`src/rtl/alu_share_arbiter.sv`:
```
// Round-robin sequencer for the single shared ALU: accepts one op from the
// execute stage or the branch/address helper, runs it, and holds the response.
module alu_share_arbiter #(
    parameter int WIDTH = 32,
    parameter int OPW   = 4,
    parameter int CNTW  = 16
) (
    input  logic             clk,
    input  logic             rst_n,
    input  logic             req0_valid,
    output logic             req0_ready,
    input  logic [WIDTH-1:0] req0_a,
    input  logic [WIDTH-1:0] req0_b,
    input  logic [OPW-1:0]   req0_aluc,
    input  logic             req1_valid,
    output logic             req1_ready,
    input  logic [WIDTH-1:0] req1_a,
    input  logic [WIDTH-1:0] req1_b,
    input  logic [OPW-1:0]   req1_aluc,
    output logic [WIDTH-1:0] alu_a,
    output logic [WIDTH-1:0] alu_b,
    output logic [OPW-1:0]   alu_aluc,
    input  logic [WIDTH-1:0] alu_r,
    input  logic             alu_zero,
    input  logic             alu_carry,
    input  logic             alu_negative,
    input  logic             alu_overflow,
    output logic             rsp_valid,
    input  logic             rsp_ready,
    output logic             rsp_id,
    output logic [WIDTH-1:0] rsp_r,
    output logic [3:0]       rsp_flags,
    output logic             busy,
    output logic [CNTW-1:0]  ops_done
);

    typedef enum logic [1:0] {
        IDLE = 2'd0,
        EXEC = 2'd1,
        RESP = 2'd2
    } state_t;

    state_t state;
    state_t state_nxt;
    logic   prio;
    logic   grant;
    logic   take;

    always_comb begin
        state_nxt  = state;
        grant      = 1'b0;
        take       = 1'b0;
        req0_ready = 1'b0;
        req1_ready = 1'b0;
        unique case (state)
            IDLE: begin
                if (req0_valid && req1_valid) grant = prio;
                else grant = req1_valid;
                // No handshake may complete while reset is being applied
                take       = rst_n && (req0_valid || req1_valid);
                req0_ready = take && !grant;
                req1_ready = take && grant;
                if (take) state_nxt = EXEC;
            end
            EXEC: state_nxt = RESP;
            RESP: if (rsp_ready) state_nxt = IDLE;
            default: state_nxt = IDLE;
        endcase
    end

    assign busy = (state != IDLE);

    always_ff @(posedge clk) begin
        if (!rst_n) begin
            state     <= IDLE;
            prio      <= 1'b0;
            alu_a     <= '0;
            alu_b     <= '0;
            alu_aluc  <= '0;
            rsp_valid <= 1'b0;
            rsp_id    <= 1'b0;
            rsp_r     <= '0;
            rsp_flags <= '0;
            ops_done  <= '0;
        end else begin
            state <= state_nxt;
            if (take) begin
                alu_a    <= grant ? req1_a : req0_a;
                alu_b    <= grant ? req1_b : req0_b;
                alu_aluc <= grant ? req1_aluc : req0_aluc;
                rsp_id   <= grant;
            end
            if (state == EXEC) begin
                rsp_r     <= alu_r;
                rsp_flags <= {alu_zero, alu_carry, alu_negative, alu_overflow};
                rsp_valid <= 1'b1;
            end
            if (state == RESP && rsp_ready) begin
                rsp_valid <= 1'b0;
                prio      <= ~rsp_id;
                if (ops_done != '1) ops_done <= ops_done + 1'b1;
            end
        end
    end

endmodule

```
`config.mk`:
```
export PLATFORM = sky130hd
export DESIGN_NAME = alu_share_arbiter
export DESIGN_NICKNAME = d
export VERILOG_FILES = /design/src/rtl/alu_share_arbiter.sv
export SDC_FILE = /design/constraint.sdc
export NUM_CORES = 1
export LEC_CHECK = 0
export CAP_MARGIN = 15
export CORE_ASPECT_RATIO = 0.9
export CORE_MARGIN = 1
export CORE_UTILIZATION = 38
export CTS_CLUSTER_SIZE = 25
export DETAILED_ROUTE_END_ITERATION = 12
export GPL_ROUTABILITY_DRIVEN = 0
export GPL_TIMING_DRIVEN = 0
export PLACE_DENSITY = 0.81
export SLEW_MARGIN = 20
export SYNTH_ARGS = -nofsm -noshare
export SYNTH_HDL_FRONTEND = slang
export SYNTH_SLANG_ARGS = --single-unit
```
`constraint.sdc`:
```
create_clock -name clk -period 2.2 [get_ports clk]
set_input_delay 0.44 -clock clk [delete_from_list [all_inputs] [get_ports clk]]
set_output_delay 0.44 -clock clk [all_outputs]
set_load 0.02 [all_outputs]
```
==> flow_summary.ini, run 1 <==
[global_route]
grt_pass1_wl_um = 27390
grt_pass1_vias = 5477
grt_util_all_layers_pct = 25.79
grt_max_degree = 17
antenna_found_initial = 1
grt_overflow_total = 0

[min_path]
whs_endpoint = rsp_r[8]
hold_depth = 2
hp-class = reg2reg
hold_start = rsp_r[8]

[timing]
fin_crit_ns = 2.103
max_freq_ghz = 0.4755
fin_crit_sh_pct = 95.60
grt_setup_unrepaired = false
setup_viol = 0
hold_viol = 0
tightest_slew_ns = 0.6624
relSlewSlack_pct = 55.36
skew_ns = 0.01401
drv_slew = 0
layout_setup_ws_ns = 0.09677

[setup_path]
rr_endpoint = ops_done[14]
cp_slowest_cell = dfxtp_4
path_cells = nor2_4 > o211ai_1 > clkbuf_8 > buf_8 > inv_2 > and3_4 > buf_6
crit_fanout = 10
rr_worst_depth = 5
endpoint_kind = output port
worst-r2r-setup-slack_ns = 0.20
worstReg2RegStart = ops_done[0]
crit_path_max_incr_delay_ns = 0.34
crit_type = reg2out
critPathBufInv = 4
cp-start-kind = register
critical_path_required_ns = 1.76
crit_family = buffers and inverters
worstPathArrival_ns = 1.66

[routing]
drc = 0
vias_per_cell = 5.052
dr_total_vias = 5446
drt.antenna.violating_nets = 0
wl_um = 17690
drt_iter0_drc = 229
firstDrtPassIters = 4
wl_per_cell_um = 16.41

[clock_tree]
clkTransAtPathRegs_ns = 0.06
cts_tree = built
cts_num_sinks = 125
ctsHtreeMaxLevel = 4
clockBufferDepth = 2
clock_latency_ns = 0.41
cts_buffers = 17
cts_root_buf = clkbuf_16

[status]
outcome = complete, no violations

[final_layout]
nNetsFinal = 1079
postLayoutCoreUtil_pct = 69.59
layout.cells.non_filler = 1078
drive_gt1_share_pct = 6.900
syn2layout_area_growth_pct = 76.60

[floorplanning]
dieArea_um2 = 13780
die_w_um = 123.6
start_util_pct = 39.41
core_um2 = 12830
die_h_um = 111.4
rows = 39
pin_count = 302

[power]
peakVddDrop_mv = 0.5096
p_per_area_nw_per_um2 = 754.2
leakage_nw = 3.577

[placed_design]
pre_cts_ws_ns = -1.225
port_buffers = 300
dp_hpwl_um = 13550
dp_cells = 1038

[synthesis]
syn_avg_cell_area_um2 = 8.811
ys_seq_area_share_pct = 49.48
syn_inst = 574
ys_warn_count = 0
yosys.cell_types.count = 34
syn_nets = 752
ys_seq_elements = 125
syn_area_um2 = 5057

[run]
drv_cap = 0
-- worst register-to-register path: stages (launching register included) --
cell	delay (ns)
dfxtp_1	0.39
ha_1	0.24
nand3_1	0.18
or3_1	0.44
or4_1	0.52
a21oi_1	0.14
-- repair_timing --
action,CTS,global route
resized for setup,23,10
hold buffers,0,0
pin swaps,2,1
setup buffers,9,1
endpoints found under the setup margin,23,22
-- logic make-up after synthesis --
family / after synthesis / synth area share [%]
xor gates and xnor gates: 1 / 0.1732
and+or+nand+nor: 195 / 18.48
buffers and inverters: 48 / 3.711
DFF: 125 / 49.48
muxes: 70 / 13.85
adders and majority gates: 1 / 0.2474
AOI/OAI and AO/OA: 134 / 14.05
-- power by group --
group | internal [W] | switching (W)
Sequential | 0.00247 | 0.000106
Combinational | 0.000809 | 0.000738
Clock | 0.00160 | 0.00101
-- how the worst max path moves through the flow --
stage,to,from,depth (start not counted)
after floorplan,req1_ready,rst_n,6
after global placement,req1_ready,req1_valid,7
after detailed placement,req1_ready,req1_valid,7
after CTS,req1_ready,state[0],7
after global routing,req0_ready,state[1],6
final,req1_ready,state[1],7
-- cell type report --
cell class | instances | area [µm²]
flip-flops and latches | 125 | 2507
clock buffers | 21 | 460.4
plain buffers | 43 | 197.7
multi-input cells | 401 | 2380
fillers | 1048 | 3902
inverters | 3 | 11.26
clock inverters | 10 | 92.59
well taps | 164 | 205.2
diodes | 1 | 2.502
repair buffers | 310 | 3074
-- through the flow --
stage	hold slack (ns)	TNS, ns	cell area, µm²	total power (W)
global placement	0.4413	-28.02	8265	0.004114
floorplan	0.4732	0	5057	0.003261
CTS	0.4549	0	8907	0.006764
finish	0.4515	0	8931	0.006735
global route	0.4725	0	8931	0.007007
detailed placement	0.4472	-26.14	8265	0.004132
-- cell usage in the layout (no fill, tap or decap), types with 12 or more instances in the layout --
cell type        instances
o21ai_0                 73
clkbuf_1                28
dfxtp_1                123
a21oi_1                 50
clkbuf_16               17
nand2_1                 81
buf_4                   12
clkdlybuf4s50_1        296
nand3_1                 73
mux2i_1                 70
-- synth_stat cells --
cell type / count / area, µm²
nand3_1: 73 / 365.4
a21oi_1: 50 / 250.2
xor2_1: 1 / 8.760
nor3_1: 3 / 15.01
nor2_1: 8 / 30.03
inv_2: 1 / 3.750
a211oi_1: 1 / 7.510
nand2_1: 81 / 304.0
o311ai_0: 1 / 8.760
o41ai_1: 2 / 17.52
inv_1: 2 / 7.510
nand3b_1: 1 / 7.510
o211ai_1: 1 / 7.510
clkbuf_1: 31 / 116.4
and3b_1: 1 / 8.760
or4_4: 1 / 11.26
nand4_1: 4 / 25.02
and3_1: 2 / 12.51
or3_1: 5 / 31.28
or3b_2: 1 / 8.760
buf_2: 6 / 30.03
o21ai_0: 73 / 365.4
dfxtp_1: 125 / 2502
or4_1: 5 / 37.54
mux2i_1: 70 / 700.7
nand2b_1: 3 / 18.77
or2_2: 2 / 12.51
buf_1: 8 / 30.03
ha_1: 1 / 12.51
nand4_4: 1 / 21.27
o41ai_2: 1 / 16.27
o31ai_1: 5 / 37.54
nor2b_1: 1 / 6.260
nor4_1: 3 / 18.77
-- registers in the layout, indices dropped and copies added, names as in the netlist --
signal	cells
alu_a	32
alu_aluc	4
alu_b	32
ops_done	16
prio	1
rsp_flags	4
rsp_id	1
rsp_r	32
rsp_valid	1
state	2
-- layer usage --
metal / track usage, % / up-vias / share of wire, %
met1: 26.42 / 2513 / 37
met3: 11.01 / 23 / 10
met5: 0 / - / 0
met4: 8.514 / 0 / 1.9
met2: 46.30 / 208 / 51
li1: - / 2702 / -
Note: power is estimated with default switching activity, not from simulation.
==> run 2, diff against run 1 <==
--- a/config.mk
+++ b/config.mk
@@ -5,7 +5,7 @@
 export SDC_FILE = /design/constraint.sdc
 export NUM_CORES = 1
 export LEC_CHECK = 0
-export CAP_MARGIN = 15
+export CAP_MARGIN = 20
 export CORE_ASPECT_RATIO = 0.9
 export CORE_MARGIN = 1
 export CORE_UTILIZATION = 38
@@ -14,6 +14,7 @@
 export GPL_ROUTABILITY_DRIVEN = 0
 export GPL_TIMING_DRIVEN = 0
 export PLACE_DENSITY = 0.81
+export SKIP_LAST_GASP = 1
 export SLEW_MARGIN = 20
 export SYNTH_ARGS = -nofsm -noshare
 export SYNTH_HDL_FRONTEND = slang
==> results of run 2 <==
Same layout as run 1: the final DEF is identical, and so are final timing and power.
